### src/rtl/avalon_slew_pio_pkg.sv
// Shared register map and CTRL bit positions for the slew-limited PIO.
package avalon_slew_pio_pkg;
  localparam int CTRL_OFS     = 0;
  localparam int PRESCALE_OFS = 1;
  localparam int STEP_OFS     = 2;
  localparam int STATUS_OFS   = 3;
  localparam int TARGET_BASE  = 4;

  localparam int SLEW_EN_BIT  = 0;
  localparam int IRQ_EN_BIT   = 1;
endpackage

### src/rtl/avalon_slew_pio_if.sv
// Avalon-MM slave bus bundle (zero read latency, no waitrequest).
interface avalon_slew_pio_if #(parameter int ADDR_W = 4);
  logic [ADDR_W-1:0] address;
  logic              chipselect;
  logic              write_n;
  logic [31:0]       writedata;
  logic [31:0]       readdata;

  modport master (output address, chipselect, write_n, writedata, input readdata);
  modport slave  (input address, chipselect, write_n, writedata, output readdata);
endinterface

### src/rtl/avalon_slew_pio_slew_channel.sv
// One output channel: a software target and a current value that walks
// toward it by at most STEP per prescaler tick while slewing is enabled.
module slew_channel
  import avalon_slew_pio_pkg::*;
#(
  parameter int WIDTH = 12
) (
  input  logic             clk,
  input  logic             reset_n,
  input  logic             tick,
  input  logic             slew_en,
  input  logic [WIDTH-1:0] step,
  input  logic             target_we,
  input  logic [WIDTH-1:0] target_wdata,
  output logic [WIDTH-1:0] target,
  output logic [WIDTH-1:0] current,
  output logic             busy,
  output logic             done_pulse
);

  logic             up;
  logic [WIDTH-1:0] diff;
  logic [WIDTH-1:0] delta;

  // Clamping the move to the remaining distance prevents overshoot and wrap.
  always_comb begin
    up    = target > current;
    diff  = up ? (target - current) : (current - target);
    delta = (step < diff) ? step : diff;
  end

  assign busy       = current != target;
  assign done_pulse = slew_en && tick && (diff != '0) && (step >= diff);

  always_ff @(posedge clk or negedge reset_n) begin
    if (!reset_n) begin
      target  <= '0;
      current <= '0;
    end else begin
      if (target_we)
        target <= target_wdata;
      if (!slew_en)
        current <= target;
      else if (tick && (diff != '0))
        current <= up ? (current + delta) : (current - delta);
    end
  end

endmodule

### src/rtl/avalon_slew_pio.sv
// Multi-channel Avalon-MM PIO whose outputs slew toward software targets,
// with a shared prescaler, per-channel busy/done status and a level irq.
module avalon_slew_pio
  import avalon_slew_pio_pkg::*;
#(
  parameter int WIDTH    = 12,
  parameter int CHANNELS = 4,
  parameter int ADDR_W   = 4,
  parameter int PRE_W    = 16
) (
  input  logic                      clk,
  input  logic                      reset_n,
  avalon_slew_pio_if.slave          bus,
  output logic [CHANNELS*WIDTH-1:0] out_port,
  output logic                      irq
);

  logic [1:0]          ctrl;
  logic [PRE_W-1:0]    prescale;
  logic [PRE_W-1:0]    pc;
  logic [WIDTH-1:0]    step;
  logic [CHANNELS-1:0] done;
  logic [CHANNELS-1:0] busy;
  logic [CHANNELS-1:0] done_pulse;
  logic [CHANNELS-1:0] w1c;
  logic [WIDTH-1:0]    targets  [CHANNELS];
  logic [WIDTH-1:0]    currents [CHANNELS];
  logic                wr;
  logic                tick;

  assign wr   = bus.chipselect & ~bus.write_n;
  assign tick = pc == prescale;
  assign w1c  = (wr && bus.address == ADDR_W'(STATUS_OFS))
                ? bus.writedata[2*CHANNELS-1:CHANNELS] : '0;

  // Control registers and prescaler; a PRESCALE write restarts the count.
  always_ff @(posedge clk or negedge reset_n) begin
    if (!reset_n) begin
      ctrl     <= '0;
      prescale <= '0;
      pc       <= '0;
      step     <= WIDTH'(1);
      done     <= '0;
    end else begin
      if (wr && bus.address == ADDR_W'(CTRL_OFS))
        ctrl <= bus.writedata[1:0];
      if (wr && bus.address == ADDR_W'(STEP_OFS))
        step <= bus.writedata[WIDTH-1:0];
      if (wr && bus.address == ADDR_W'(PRESCALE_OFS)) begin
        prescale <= bus.writedata[PRE_W-1:0];
        pc       <= '0;
      end else begin
        pc <= tick ? '0 : pc + PRE_W'(1);
      end
      done <= (done & ~w1c) | done_pulse;
    end
  end

  for (genvar i = 0; i < CHANNELS; i++) begin : g_chan
    slew_channel #(.WIDTH(WIDTH)) u_chan (
      .clk          (clk),
      .reset_n      (reset_n),
      .tick         (tick),
      .slew_en      (ctrl[SLEW_EN_BIT]),
      .step         (step),
      .target_we    (wr && bus.address == ADDR_W'(TARGET_BASE + i)),
      .target_wdata (bus.writedata[WIDTH-1:0]),
      .target       (targets[i]),
      .current      (currents[i]),
      .busy         (busy[i]),
      .done_pulse   (done_pulse[i])
    );
    assign out_port[i*WIDTH +: WIDTH] = currents[i];
  end

  assign irq = ctrl[IRQ_EN_BIT] & (|done);

  always_comb begin
    bus.readdata = '0;
    if (bus.address == ADDR_W'(CTRL_OFS))
      bus.readdata = 32'(ctrl);
    else if (bus.address == ADDR_W'(PRESCALE_OFS))
      bus.readdata = 32'(prescale);
    else if (bus.address == ADDR_W'(STEP_OFS))
      bus.readdata = 32'(step);
    else if (bus.address == ADDR_W'(STATUS_OFS))
      bus.readdata = 32'({done, busy});
    for (int i = 0; i < CHANNELS; i++) begin
      if (bus.address == ADDR_W'(TARGET_BASE + i))
        bus.readdata = 32'(targets[i]);
      if (bus.address == ADDR_W'(TARGET_BASE + CHANNELS + i))
        bus.readdata = 32'(currents[i]);
    end
  end

endmodule

### src/flat_wrapper.sv
// flat-port wrapper written by rule: the top's interface ports become plain ports
module avalon_slew_pio_flat import avalon_slew_pio_pkg::*;
#(
  parameter int WIDTH    = 12,
  parameter int CHANNELS = 4,
  parameter int ADDR_W   = 4,
  parameter int PRE_W    = 16
)
  (clk, reset_n, out_port, irq, bus_address, bus_chipselect, bus_write_n, bus_writedata, bus_readdata);
  avalon_slew_pio_if #(.ADDR_W(ADDR_W)) bus_i ();
  input  logic clk;
  input  logic reset_n;
  output logic [CHANNELS*WIDTH-1:0] out_port;
  output logic irq;
  input wire logic [$bits(bus_i.address)-1:0] bus_address;
  input wire logic [$bits(bus_i.chipselect)-1:0] bus_chipselect;
  input wire logic [$bits(bus_i.write_n)-1:0] bus_write_n;
  input wire logic [$bits(bus_i.writedata)-1:0] bus_writedata;
  output wire logic [$bits(bus_i.readdata)-1:0] bus_readdata;
  assign bus_i.address = bus_address;
  assign bus_i.chipselect = bus_chipselect;
  assign bus_i.write_n = bus_write_n;
  assign bus_i.writedata = bus_writedata;
  assign bus_readdata = bus_i.readdata;
  avalon_slew_pio #(.WIDTH(WIDTH), .CHANNELS(CHANNELS), .ADDR_W(ADDR_W), .PRE_W(PRE_W)) u_core (.clk(clk), .reset_n(reset_n), .bus(bus_i), .out_port(out_port), .irq(irq));
endmodule
### config.mk
export PLATFORM = sky130hd
export DESIGN_NAME = avalon_slew_pio_flat
export DESIGN_NICKNAME = d
export VERILOG_FILES = /design/src/rtl/avalon_slew_pio_pkg.sv /design/src/rtl/avalon_slew_pio_if.sv /design/src/rtl/avalon_slew_pio_slew_channel.sv /design/src/rtl/avalon_slew_pio.sv /design/src/flat_wrapper.sv
export SDC_FILE = /design/constraint.sdc
export NUM_CORES = 1
export LEC_CHECK = 0
export ABC_AREA = 1
export CORE_ASPECT_RATIO = 0.7
export CORE_UTILIZATION = 30
export CTS_BUF_LIST = sky130_fd_sc_hd__clkbuf_4 sky130_fd_sc_hd__clkbuf_8 sky130_fd_sc_hd__clkbuf_16
export DETAILED_ROUTE_END_ITERATION = 7
export GPL_ROUTABILITY_DRIVEN = 1
export PLACE_DENSITY_LB_ADDON = 0.12
export SYNTH_ARGS = -nofsm -noshare
export SYNTH_HDL_FRONTEND = slang
export SYNTH_SLANG_ARGS = --single-unit
### constraint.sdc
create_clock -name clk -period 13.3 [get_ports clk]
set_input_delay 3.325 -clock clk [delete_from_list [all_inputs] [get_ports clk]]
set_output_delay 3.325 -clock clk [all_outputs]
set_load 0.02 [all_outputs]
==> impl_results.md <==
- Status: complete, no violations
- Clock sinks: 146
- Post-synth top cells: 966 x nand2_1, 402 x inv_1, 218 x nand3_1
- Setup TNS Final: 0 ns
- M1 GR Usage: 0.374
- Max-slew violation count: 0
- Clock tree buffer depth: 2
- Final min period: 10.32 ns
- Crit. End Element: output port
- Post-synthesis sequential area ratio: 0.203
- Most frequent cell after synthesis: nand2_1
- Relative slew slack: 0.232
- Number of DRC markers in iteration 0: 1588
- Yosys reg bits: approximately 150
- Largest net degree at the start of global routing: 83
- Total grt overflow: 0
- Number of synthesized flops with an enable pin: 0
- Port-buffer cells: 88
- Synth top area share: 0.202
- Routability cong.: approximately 0.97
- Core ar.: about 59000 um2
- Pwr dens: about 310 nW/um2
- Total track usage: 0.238
- Row count: 74
- Later-pin clock latency in the skew report: 0.46 ns
- First-pass GRT wire length: approximately 110000 um
- CTS Buf Count: 17
- Crit Path Max Fanout: 10
- Dpl cell area: 19600 um2
- CP Data Required Time: approximately 10 ns
- Synthesis Warnings: 0
- Primary FF master, synth: dfrtp_1
- Ranking of synthesized cells by area: dfrtp_1 20%, nand2_1 20%, ha_1 13%, inv_1 8.4%, nand3_1 6.1%
- Max-Cap Viols: 0
- CTS root buf: clkbuf_16
- Crit share post-route: 0.776
- Syn Inst Count: 2842
- Postcts setup bufs: 0
- NumNets Final: 3147
- Final instance area: 20200 um2
- Detail Route Antenna Nets: 0
- Layout Utilization: 0.344
- CTS tree: built
- Post-CTS Resized: 0
- Initial antenna violation count: 2
- Filler Cells Inserted: 6404
- Mapped Area: 18000 um2
- Vias post-DR: between 15000 and 20000
- DRC violations left: 0
- Leak pwr: around 10 nW
- Pre-CTS setup slack: about 3.2 ns
- GR Util met3: 0.0369
- Die width: 295 um
- H-tree Lvls: 4
- Syn avg cell area: 6.34 um2
- Endpoints failing setup: 0
- Fin worst setup slack: 2.98 ns
- WS Path Type: primary input to output port
- Worst Tran Pin Value: between 1 and 1.5 ns
- Vias/cell: approximately 5.1
- CP arrival: about 7 ns
- Number of global-route vias before repair: between 15000 and 20000
- PnR Total Power: roughly 6.4 mW
- Netlist cell types: 60
- Gr busiest metal: met1
- Post-synth top area cell: dfrtp_1
- Fmax: slightly below 0.1 GHz
- Reg clk slew, reported paths: 0.07 ns
- Die area: 61000 um2
- Unrepaired setup endpoints after global routing: no
- DR pass1 iterations: 5
- WHS: 0.500 ns
- Final clock skew: 0.0128 ns
- Final std cells w/o fill: 3719
- Dpl hpwl: 58600 um
- Startpoint types: primary input
- Die H: 207 um
- Initial core utilization: 0.306
- Layout cells sized above 1: 0.0524
- Worst ir drop on vdd: 0.000116 V
- Post-Route WL: 72400 um
- # IOs: 121
- HP Class: flop to flop
- Ys async rst share: 1.00
- Cts hold-fix bufs: 0
- Final Hold Fails: 0
- GRT met2 Usage: 0.339
- Placed Cells: 3686
- Area growth from synthesis to layout: 12.4%
- Routed wire per std cell: ~19 um
-- registers in the layout (all words and copies together), names as in the netlist --
signal                        cells
u_core.ctrl                       2
u_core.done                       4
u_core.g_chan.u_chan.current     48
u_core.g_chan.u_chan.target      48
u_core.pc                        16
u_core.prescale                  16
u_core.step                      12
-- cells in the final DEF (no fill, tap or decap), drive strengths merged, types with 2 or more instances in the layout --
cell type	Yosys	final
clkinvlp	0	2
a21oi	136	136
xor2	75	75
clkbuf	30	17
nand2	999	999
a31oi	4	4
clkdlybuf4s50	0	87
a221oi	7	7
o31ai	5	5
a211oi	3	3
and2	16	16
nand3b	9	9
nor2	168	168
o211ai	17	17
nor3	17	17
o22ai	4	4
o21bai	6	6
o21ai	178	178
nor4	3	3
clkinv	6	11
nand4	48	48
o2111ai	16	16
dfrtp	145	145
nor3b	10	10
inv	414	421
or2	4	4
fa	12	12
nand3	233	233
o21a	11	11
xnor2	28	28
buf	39	13
ha	188	188
conb	1	16
o221ai	6	6
-- where the power goes --
part | total (mW) | internal, mW | switching, mW
Combinational | 5.09 | 1.75 | 3.34
Clock | 0.519 | 0.270 | 0.249
Sequential | 0.747 | 0.548 | 0.198
-- layer usage --
layer,vias up,wire length (um)
met5,-,0
li1,9264,-
met2,611,28700
met4,0,728
met3,50,4850
met1,8902,38100
-- cell families after synthesis --
group                      after synthesis  share of synthesized area
xor gates and xnor gates               103                     0.0501
adders and majority gates              200                      0.144
DFF                                    146                      0.203
other                                    1                   0.000208
buffers and inverters                  489                      0.111
AOI/OAI and AO/OA                      396                      0.127
and+or+nand+nor                       1507                      0.365
-- cell type report --
class                   count  area (um2)  share of cell area
multi-input cells        2222       12400               0.613
flip-flops and latches    146        3650               0.181
inverters                 420        1590              0.0784
well taps                 798         998              0.0493
repair buffers            100         972              0.0480
clock buffers              17         425              0.0210
clock inverters            15         188             0.00927
diodes                      1        2.50            0.000124
-- worst max-delay path, stage by stage --
cell and delay (ns):
clkdlybuf4s50_1 0.60, nor2_1 0.14, nand2_1 0.42, clkinv_1 0.41, a221oi_1 0.37, o21ai_0 0.13, a21oi_1 0.12, o21ai_0 0.43
a21oi_1 0.30, o2111ai_1 0.16, clkdlybuf4s50_1 0.57
-- path summary, 6_finish.rpt --
path                                                        to  depth (start not counted)                          startpoint  slack [ns]
max                                            bus_readdata[5]                         11                      bus_address[2]        2.98
min                                             u_core.step[0]                          2                      u_core.step[0]        0.50
max reg2reg                u_core.g_chan[1].u_chan.current[11]                         38  u_core.g_chan[1].u_chan.current[1]        5.66
min reg2reg                                     u_core.step[0]                          2                      u_core.step[0]        0.50
max in group asynchronous                  u_core.prescale[14]                          2                             reset_n        8.91
min in group asynchronous   u_core.g_chan[3].u_chan.current[5]                          1                             reset_n        2.91
No activity file was read; power rests on OpenSTA's default activity.
